File: config.mk
export PLATFORM = sky130hd
export DESIGN_NAME = kfn_topk_collector
export DESIGN_NICKNAME = d
export VERILOG_FILES = /design/src/rtl/kfn_topk_collector.sv
export SDC_FILE = /design/constraint.sdc
export NUM_CORES = 1
export LEC_CHECK = 0
export ABC_AREA = 1
export CAP_MARGIN = 20
export CORE_ASPECT_RATIO = 0.6
export CORE_MARGIN = 2
export CORE_UTILIZATION = 45
export DETAILED_ROUTE_END_ITERATION = 8
export GPL_ROUTABILITY_DRIVEN = 0
export PLACE_DENSITY = 0.68
export SLEW_MARGIN = 40
export SYNTH_ARGS = -nofsm -noshare
export SYNTH_HDL_FRONTEND = slang
export SYNTH_SLANG_ARGS = --single-unit
File: constraint.sdc
create_clock -name clk -period 2.8 [get_ports clk]
set_input_delay 0.56 -clock clk [delete_from_list [all_inputs] [get_ports clk]]
set_output_delay 0.56 -clock clk [all_outputs]
set_load 0.1 [all_outputs]
File: src/rtl/kfn_topk_collector.sv
// Top-K furthest-neighbour collector: keeps the K largest candidate distances in sorted order
// and streams them out in descending order after the last candidate. Option macro: TOPK_SIGNED_EN.
module kfn_topk_collector #(
  parameter int psum_bw = 16,
  parameter int K       = 4,
  parameter int idx_bw  = 8
) (
  input  logic               clk,
  input  logic               reset,
  input  logic [psum_bw-1:0] in_psum,
  input  logic               in_valid,
  input  logic               in_last,
  output logic               in_ready,
  input  logic               clear,
  output logic               out_valid,
  input  logic               out_ready,
  output logic [psum_bw-1:0] out_dist,
  output logic [idx_bw-1:0]  out_idx,
  output logic [3:0]         out_rank,
  output logic               out_last
);

  // state | meaning
  // FILL  | accepting candidates, table kept sorted descending
  // DRAIN | presenting table entries rank 0..valid_count-1
  typedef enum logic {FILL = 1'b0, DRAIN = 1'b1} state_t;

  state_t             state;
  logic [psum_bw-1:0] dist_q [K];
  logic [idx_bw-1:0]  idx_q  [K];
  logic [4:0]         valid_count;
  logic [idx_bw-1:0]  idx_cnt;
  logic [3:0]         rank_q;

  logic               accept;
  logic               ins_ok;
  logic [K-1:0]       stay;
  logic [psum_bw-1:0] dist_nxt [K];
  logic [idx_bw-1:0]  idx_nxt  [K];

  function automatic logic cand_gt(input logic [psum_bw-1:0] a, input logic [psum_bw-1:0] b);
`ifdef TOPK_SIGNED_EN
    return $signed(a) > $signed(b);
`else
    return a > b;
`endif
  endfunction

  assign in_ready  = (state == FILL);
  assign out_valid = (state == DRAIN);
  assign out_last  = (state == DRAIN) && ({1'b0, rank_q} == valid_count - 5'd1);
  assign accept    = in_valid && in_ready && !clear;

  // An entry keeps its rank unless the candidate is strictly larger, so ties rank below.
  always_comb begin
    stay = '0;
    for (int i = 0; i < K; i++)
      stay[i] = (5'(i) < valid_count) && !cand_gt(in_psum, dist_q[i]);
  end

  // When even the lowest slot stays, the candidate falls off the end of a full table.
  assign ins_ok = !stay[K-1];

  always_comb begin
    for (int i = 0; i < K; i++) begin
      dist_nxt[i] = dist_q[i];
      idx_nxt[i]  = idx_q[i];
    end
    if (!stay[0]) begin
      dist_nxt[0] = in_psum;
      idx_nxt[0]  = idx_cnt;
    end
    for (int i = 1; i < K; i++) begin
      if (!stay[i]) begin
        if (stay[i-1]) begin
          dist_nxt[i] = in_psum;
          idx_nxt[i]  = idx_cnt;
        end else begin
          dist_nxt[i] = dist_q[i-1];
          idx_nxt[i]  = idx_q[i-1];
        end
      end
    end
  end

  always_comb begin
    out_dist = '0;
    out_idx  = '0;
    out_rank = '0;
    if (state == DRAIN) begin
      out_rank = rank_q;
      for (int i = 0; i < K; i++) begin
        if (rank_q == 4'(i)) begin
          out_dist = dist_q[i];
          out_idx  = idx_q[i];
        end
      end
    end
  end

  always_ff @(posedge clk or negedge reset) begin
    if (!reset) begin
      state       <= FILL;
      valid_count <= '0;
      idx_cnt     <= '0;
      rank_q      <= '0;
      for (int i = 0; i < K; i++) begin
        dist_q[i] <= '0;
        idx_q[i]  <= '0;
      end
    end else if (clear) begin
      state       <= FILL;
      valid_count <= '0;
      idx_cnt     <= '0;
      rank_q      <= '0;
    end else begin
      case (state)
        FILL: begin
          if (accept) begin
            idx_cnt <= idx_cnt + 1'b1;
            if (ins_ok) begin
              for (int i = 0; i < K; i++) begin
                dist_q[i] <= dist_nxt[i];
                idx_q[i]  <= idx_nxt[i];
              end
              if (valid_count != 5'(K))
                valid_count <= valid_count + 5'd1;
            end
            if (in_last)
              state <= DRAIN;
          end
        end
        DRAIN: begin
          if (out_ready) begin
            if (out_last) begin
              state       <= FILL;
              valid_count <= '0;
              idx_cnt     <= '0;
              rank_q      <= '0;
            end else begin
              rank_q <= rank_q + 4'd1;
            end
          end
        end
        default: state <= FILL;
      endcase
    end
  end

endmodule

==> results of run 1 <==
-- layout make-up --
type	count	area share [%]
Tap cell	240	2.595
Inverter	108	3.546
Sequential cell	114	24.68
Clock buffer	21	3.892
Multi-Input combinational cell	985	47.28
Clock inverter	10	1.373
Timing Repair Buffer	164	16.63
-- registers in the layout, summed over array words and instances, names as in the netlist --
name / count
out_valid: 1
valid_count: 5
idx_cnt: 8
dist_q: 64
rank_q: 4
idx_q: 32
-- cell usage in the layout, fill, tap and decap left out, types with 3 or more instances in the layout --
cell type,Yosys,final
nand2_1,577,563
nand3_1,120,113
dfrtp_1,114,111
inv_1,100,97
buf_4,13,93
ha_1,73,69
nor2_1,39,39
buf_12,0,39
a21oi_1,57,32
o211ai_1,23,23
clkbuf_16,0,21
clkdlybuf4s50_1,0,19
a21oi_4,0,18
o21ai_0,16,16
nand4_1,13,13
nand2_2,7,11
nand3_2,3,10
inv_2,8,9
xor2_1,9,9
nand2_4,0,8
o311ai_2,0,8
a21oi_2,1,8
o311ai_1,5,7
nor3_1,7,7
nor2_4,3,6
bufinv_16,0,4
buf_6,0,4
a21o_1,3,3
nor4_1,3,3
ha_4,0,3
clkbuf_1,26,3
clkinv_2,0,3
buf_16,0,3
dfrtp_2,0,3
-- path summary, 6_finish.rpt --
kind | from | end | slack (ns) | cells past startpoint
hold reg to reg | idx_q[4] | idx_q[4] | 0.49 | 2
min in group clk | idx_q[4] | idx_q[4] | 0.49 | 2
setup / recovery | rank_q[2] | out_dist[8] | -0.12 | 10
setup reg to reg | dist_q[7] | idx_q[22] | 0.29 | 14
max in group asynchronous | reset | idx_q[14] | 1.91 | 2
hold / removal | reset | dist_q[38] | 0.16 | 1
-- routing by layer --
| layer | vias up | GRT usage (%) | routed length (um) |
|---|---|---|---|
| li1 | 4345 | - | - |
| met3 | 65 | 7.490 | 4018 |
| met5 | - | 0 | 0 |
| met2 | 558 | 41.63 | 12560 |
| met4 | 0 | 6.989 | 594 |
| met1 | 4260 | 44.15 | 13640 |
-- critical path: cells and delay by family (launching register included) --
| family | cells | cell delay (ns) |
|---|---|---|
| compound gates | 3 | 0.43 |
| buf+inv | 5 | 0.84 |
| flops | 1 | 0.41 |
| simple gates | 2 | 0.24 |
-- power breakdown --
| part | internal (W) | switching, W |
|---|---|---|
| sequential | 0.00213 | 0.000544 |
| clock | 0.00150 | 0.000801 |
| combinational | 0.00153 | 0.00251 |
-- kinds of logic after synthesis --
group                    Yosys count
buffers and inverters            172
XOR/XNOR                          11
AO/OA/AOI/OAI                    122
flip-flops                       114
AND/OR/NAND/NOR                  777
adder cells (fa/ha/maj)           73
-- stage by stage --
step / std cells / hold slack (ns) / setup TNS [ns]
CTS: 1634 / 0.1686 / -1.027
finish: 1642 / 0.1579 / -1.088
global route: 1642 / 0.1779 / -3.189
floorplan: 1269 / 0.2644 / -1.473
global placement: 1592 / 0.4637 / -14.90
detailed placement: 1592 / 0.4680 / -22.62
-- repair_timing --
item | CTS | global route
endpoints found under the setup margin | 23 | 68
hold buffers | 0 | 0
pin swaps | 7 | 26
resized for setup | 50 | 36
setup buffers | 7 | 2
gates cloned | 4 | 7
hold endpoints to repair | 0 | 0
==> summary.txt, run 1 <==
Status
  – Status: complete, but fails checks
  – Failing checks: negative setup slack

Clock tree
  – Clock net sink count: 114
  – CTS Root Cell: clkbuf_16
  – Htree depth: 4
  – Clock Path Buffers: 2
  – Clock-pin transition on the worst setup and hold timing paths: 0.06 ns
  – CTS tree: done
  – Total CTS buffers: 17
  – Worst skew pair latency: 0.42 ns

Placement
  – Post-Place Worst Slack: -0.3565 ns
  – IO buf count: 52
  – Final HPWL DP: 19470 um
  – Placed Area: 0.01036 mm2

STA
  – Fin crit share: 104.1%
  – Final Slew Violations: 0
  – Tmin final: 2.915 ns
  – Fmax: 343.0 MHz
  – Worst Tran Pin Value: 0.6747 ns
  – RSZ-0062 raised after global routing: yes
  – Setup ws final: -0.1153 ns
  – Skew final: 0.01410 ns
  – Finish-stage setup viols: 23
  – Final hold violations: 0
  – Slew headroom: 55.02%

Synthesis
  – Synth top area share: 33.38%
  – Syn Area/Cell: 6.734 um2
  – Netlist Area Pre-Place: 0.008546 mm2
  – Synth Area in Adders: 10.69%
  – Xor and xnor area share after synthesis: 1.127%
  – Simple logic cell fraction of the synthesized area: 37.50%
  – Top post-synthesis cells by count: 577 x nand2_1, 120 x nand3_1, 114 x dfrtp_1
  – Mapped Cells: 1269
  – Register area share after synthesis: 33.38%
  – Distinct cells, synth: 34
  – EDFF count, synth: 0
  – Post-synth ARST share: 100.0%
  – Mux contribution to synthesized area: 0%
  – Main combinational cell family by area after synthesis: simple AND/OR/NAND/NOR gates
  – Yosys reg bits: 114
  – Top-count cell post-synth: nand2_1
  – Synth area leader: dfrtp_1
  – Prevailing post-synth register cell: dfrtp_1
  – Syn nets: 1364
  – Compound-Gate Fraction of Synth Area: 8.814%
  – Synth area leaders: dfrtp_1 33%, nand2_1 25%, ha_1 11%, nand3_1 7.0%, inv_1 4.4%
  – Yosys warns: 0

Worst setup path
  – CP cell instances: buf_4, nor3_4, buf_6, buf_8, buf_16, nand2_1, o311ai_1, o21ai_1, a21oi_2, buf_12
  – Worst EP required: 2.24 ns
  – Slowest library cell on the worst path: dfrtp_1
  – CP endpoint kind: primary output
  – Setup CP Type: reg2out
  – CP Max Fanout: 6
  – Max stage delay on crit path: 0.41 ns
  – Worst EP arrival: 2.36 ns
  – CP Launch Type: register

Layout
  – Filler cells: 1601
  – Syn-to-layout area delta: 35.42%
  – Share of layout cells above drive strength 1: 19.12%
  – Multi-input gate area: 0.005472 mm2
  – Final core occ: 63.06%
  – Reg area: 0.002856 mm2
  – N_diodes: 0
  – Design area: 0.01157 mm2
  – Fin nets: 1485

Worst hold path
  – Min-delay worst type: in2async

Routing
  – DR pass1 iterations: 7
  – 1st-iter DRT viols: 1082
  – WL/cell: 18.77 um
  – Via count: 9228
  – Routed WL: 30820 um
  – Detailed-route DRC error count: 0
  – Via/cell ratio: 5.620
  – Post-route ant nets: 0

Die
  – Total core area: 0.01835 mm2
  – Initial Util: 46.56%
  – Die H: 110.7 um
  – DIE AREA: 0.02015 mm2
  – Row count: 38
  – I/O pins: 53
  – DIE WIDTH: 181.9 um

Global routing
  – Largest net degree at the start of global routing: 49
  – Total global routing overflow: 0
  – First-pass GRT wire length: 46580 um
  – Gr usage total: 29.33%
  – Antenna violations before repair: 0
  – Vias in the first global route: 8591

Job
  – Max-Cap Viols: 0

Power
  – Worst vdd ir: 476.8 uV
  – Power Total: 0.009026 W
  – Static leakage: 6.003 nW
  – Pwr dens: 780.0 mW/mm2
No activity file was read; power rests on OpenSTA's default activity.
==> inputs of run 2 (changes only) <==
Settings changed: CORE_MARGIN 2 to unset, CTS_CLUSTER_SIZE set to 28, GPL_ROUTABILITY_DRIVEN 0 to unset.
==> summary.txt, run 2 (synthesis results as in run 1) <==
Status
  – Status: complete, but fails checks
  – Failing checks: design-rule violations, negative setup slack

Worst setup path
  – Register-to-Register Path Depth: 14 (unchanged)
  – Worst EP arrival: 2.34 ns (-0.02 ns)
  – Setup CP Type: reg2out
  – CP cell instances: inv_2, ha_4, inv_4, nor3_4, buf_6, buf_8, nand2_2, o311ai_2, o211ai_1, a21oi_2, buf_12
  – Max stage delay on crit path: 0.39 ns (-0.02 ns)
  – Slowest library cell on the worst path: dfrtp_1
  – FF-to-FF End: dist_q[38]
  – Worst reg-to-reg setup slack: 0.39 ns (+0.10 ns)
  – CP endpoint kind: primary output
  – CP Launch Type: register
  – R2r startpoint: dist_q[59]
  – CP Max Fanout: 7 (+1)
  – Worst EP required: 2.24 ns (about the same)

Layout
  – Share of layout cells above drive strength 1: 18.46% (-0.65 points)
  – Top flop regs: dist_q: 64 flops, idx_q: 32 flops, idx_cnt: 8 flops
  – Most flop-heavy register: dist_q
  – Number of flip-flops in the largest register: 64 (unchanged)
  – Commonest non-fill, non-tap cells in the layout: 565 x nand2_1, 119 x nand3_1, 111 x dfrtp_1, 97 x inv_1, 84 x buf_4
  – Syn-to-layout area delta: 32.66%
  – N_diodes: 0 (unchanged)
  – Fin nets: 1474 (-0.74%)
  – Most common cell after layout, fill and taps aside: nand2_1
  – Filler cells: 1615 (+0.87%)
  – Design area: 0.01134 mm2 (-2.0%)

Clock tree
  – Clock net sink count: 114 (unchanged)
  – Hold Buf Count CTS: 0 (unchanged)
  – Clock Path Buffers: 2 (unchanged)
  – Htree depth: 4 (unchanged)
  – Worst skew pair latency: 0.43 ns (about the same)
  – CTS tree: done
  – Total CTS buffers: 17 (unchanged)
  – Clock-pin transition on the worst setup and hold timing paths: 0.06 ns (about the same)
  – CTS Root Cell: clkbuf_16

Die
  – Initial Util: 46.68% (+0.12 points)
  – I/O pins: 53 (unchanged)
  – Row count: 38 (unchanged)
  – Die H: 108.7 um (-1.8%)
  – DIE AREA: 0.01956 mm2 (-2.9%)
  – Total core area: 0.01831 mm2 (-0.26%)
  – DIE WIDTH: 179.9 um (-1.1%)

STA
  – Final hold violations: 0 (unchanged)
  – Slew headroom: 63.66% (+8.6 points)
  – Fmax: 344.3 MHz (+0.36%)
  – Worst Tran Pin Value: 0.5438 ns (-0.1309 ns)
  – Final Slew Violations: 0 (unchanged)
  – Fin crit share: 103.7% (-0.38 points)
  – Finish-stage setup viols: 24 (+4.3%)
  – Tmin final: 2.905 ns (-0.01051 ns)
  – Setup ws final: -0.1048 ns (+0.01051 ns)
  – RSZ-0062 raised after global routing: yes
  – Skew final: 0.01192 ns (-0.002172 ns)

Power
  – Worst vdd ir: 487.7 uV (+2.3%)
  – Power Total: 0.008847 W (-2.0%)
  – Static leakage: 5.786 nW (-3.6%)
  – Pwr dens: 780.3 mW/mm2 (about the same)

Placement
  – Routability cong.: 0.9811
  – Placed Area: 0.01034 mm2 (-0.22%)
  – IO buf count: 52 (unchanged)
  – Final HPWL DP: 19960 um (+2.5%)

Routing
  – Routed WL: 30400 um (-1.4%)
  – WL/cell: 18.63 um (-0.76%)
  – Detailed-route DRC error count: 1 (+1)
  – 1st-iter DRT viols: 975 (-9.9%)
  – Post-route ant nets: 0 (unchanged)
  – Via count: 9111 (-1.3%)
  – DR pass1 iterations: 7 (unchanged)
  – Via/cell ratio: 5.583 (-0.66%)

Global routing
  – Largest net degree at the start of global routing: 67 (+37%)
  – Gr usage total: 31.61% (+2.3 points)
  – Vias in the first global route: 8680 (+1.0%)
  – First-pass GRT wire length: 47400 um (+1.8%)
  – Total global routing overflow: 0 (unchanged)
  – Antenna violations before repair: 0 (unchanged)

Job
  – Max-Cap Viols: 0 (unchanged)

Worst hold path
  – Min-delay worst type: in2async
## run 2: cell types whose count changed in the layout (fill, tap and decap cells not counted), sizes merged
cell	delta
clkinvlp	+6
buf	-9
bufinv	-3
clkinv	-1
inv	+3
clkbuf	-5
nor2	-1
## run 2: report_power, final
part           switching (W)  leakage [nW]  internal [W]
clock network       0.000898         0.250       0.00122
logic                0.00251          4.03       0.00155
registers           0.000542          1.51       0.00213
## run 2: layer usage
metal / track usage, % / part of all wire, % / vias up
met5: 0 / 0 / -
met4: 8.682 / 1.6 / 0
met3: 7.315 / 12 / 58
met2: 48.42 / 42 / 492
met1: 44.68 / 44 / 4238
li1: - / - / 4323
## run 2: layout make-up
class                           instances  area [um2]  share of cell area, %
Tap cell                              240       300.3                  2.649
Multi-Input combinational cell        984        5436                  47.95
Sequential cell                       114        2856                  25.20
Inverter                              108       410.4                  3.620
Clock buffer                           17       425.4                  3.752
Timing Repair Buffer                  154        1773                  15.64
Clock inverter                         15       135.1                  1.192
## run 2: how the worst max path moves through the flow
stage	start	to	slack [ns]	cells after the start
2_1_floorplan	rank_q[1]	out_dist[9]	-0.28	9
3_3_place_gp	in_psum[15]	dist_q[41]	-0.40	13
3_5_place_dp	in_psum[15]	dist_q[23]	-0.39	13
4_1_cts	rank_q[1]	out_dist[7]	-0.08	11
5_1_grt	rank_q[1]	out_dist[1]	-0.18	11
6_report	rank_q[1]	out_dist[10]	-0.10	11
## run 2: what timing repair did
item / 4_1_cts / 5_1_grt
gates resized for setup: 45 / 32
endpoints found under the hold margin: 0 / 0
endpoints found under the setup margin: 24 / 97
setup buffers: 3 / 3
cloned: 2 / 3
pin swaps: 23 / 25
## run 2: per-stage QoR
step | utilization (%) | setup TNS [ns] | std cells | worst slack, ns | hold WS, ns
after floorplan | - | -1.473 | 1269 | -0.2831 | 0.2644
after global placement | 56.47 | -25.11 | 1589 | -0.4032 | 0.4625
after detailed placement | 56.47 | -24.83 | 1589 | -0.3858 | 0.4655
after CTS | 60.64 | -1.316 | 1626 | -0.08338 | 0.05042
after global routing | 61.93 | -3.423 | 1632 | -0.1848 | 0.06314
final | 61.93 | -1.318 | 1632 | -0.1048 | 0.04587
## run 2: worst max-delay path, delay by kind of cell (launching register included)
kind / cells / cell delay, ns
DFF: 1 / 0.39
and+or+nand+nor: 2 / 0.19
adders and majority gates: 1 / 0.17
buffers and inverters: 5 / 0.71
AOI/OAI and AO/OA: 3 / 0.46
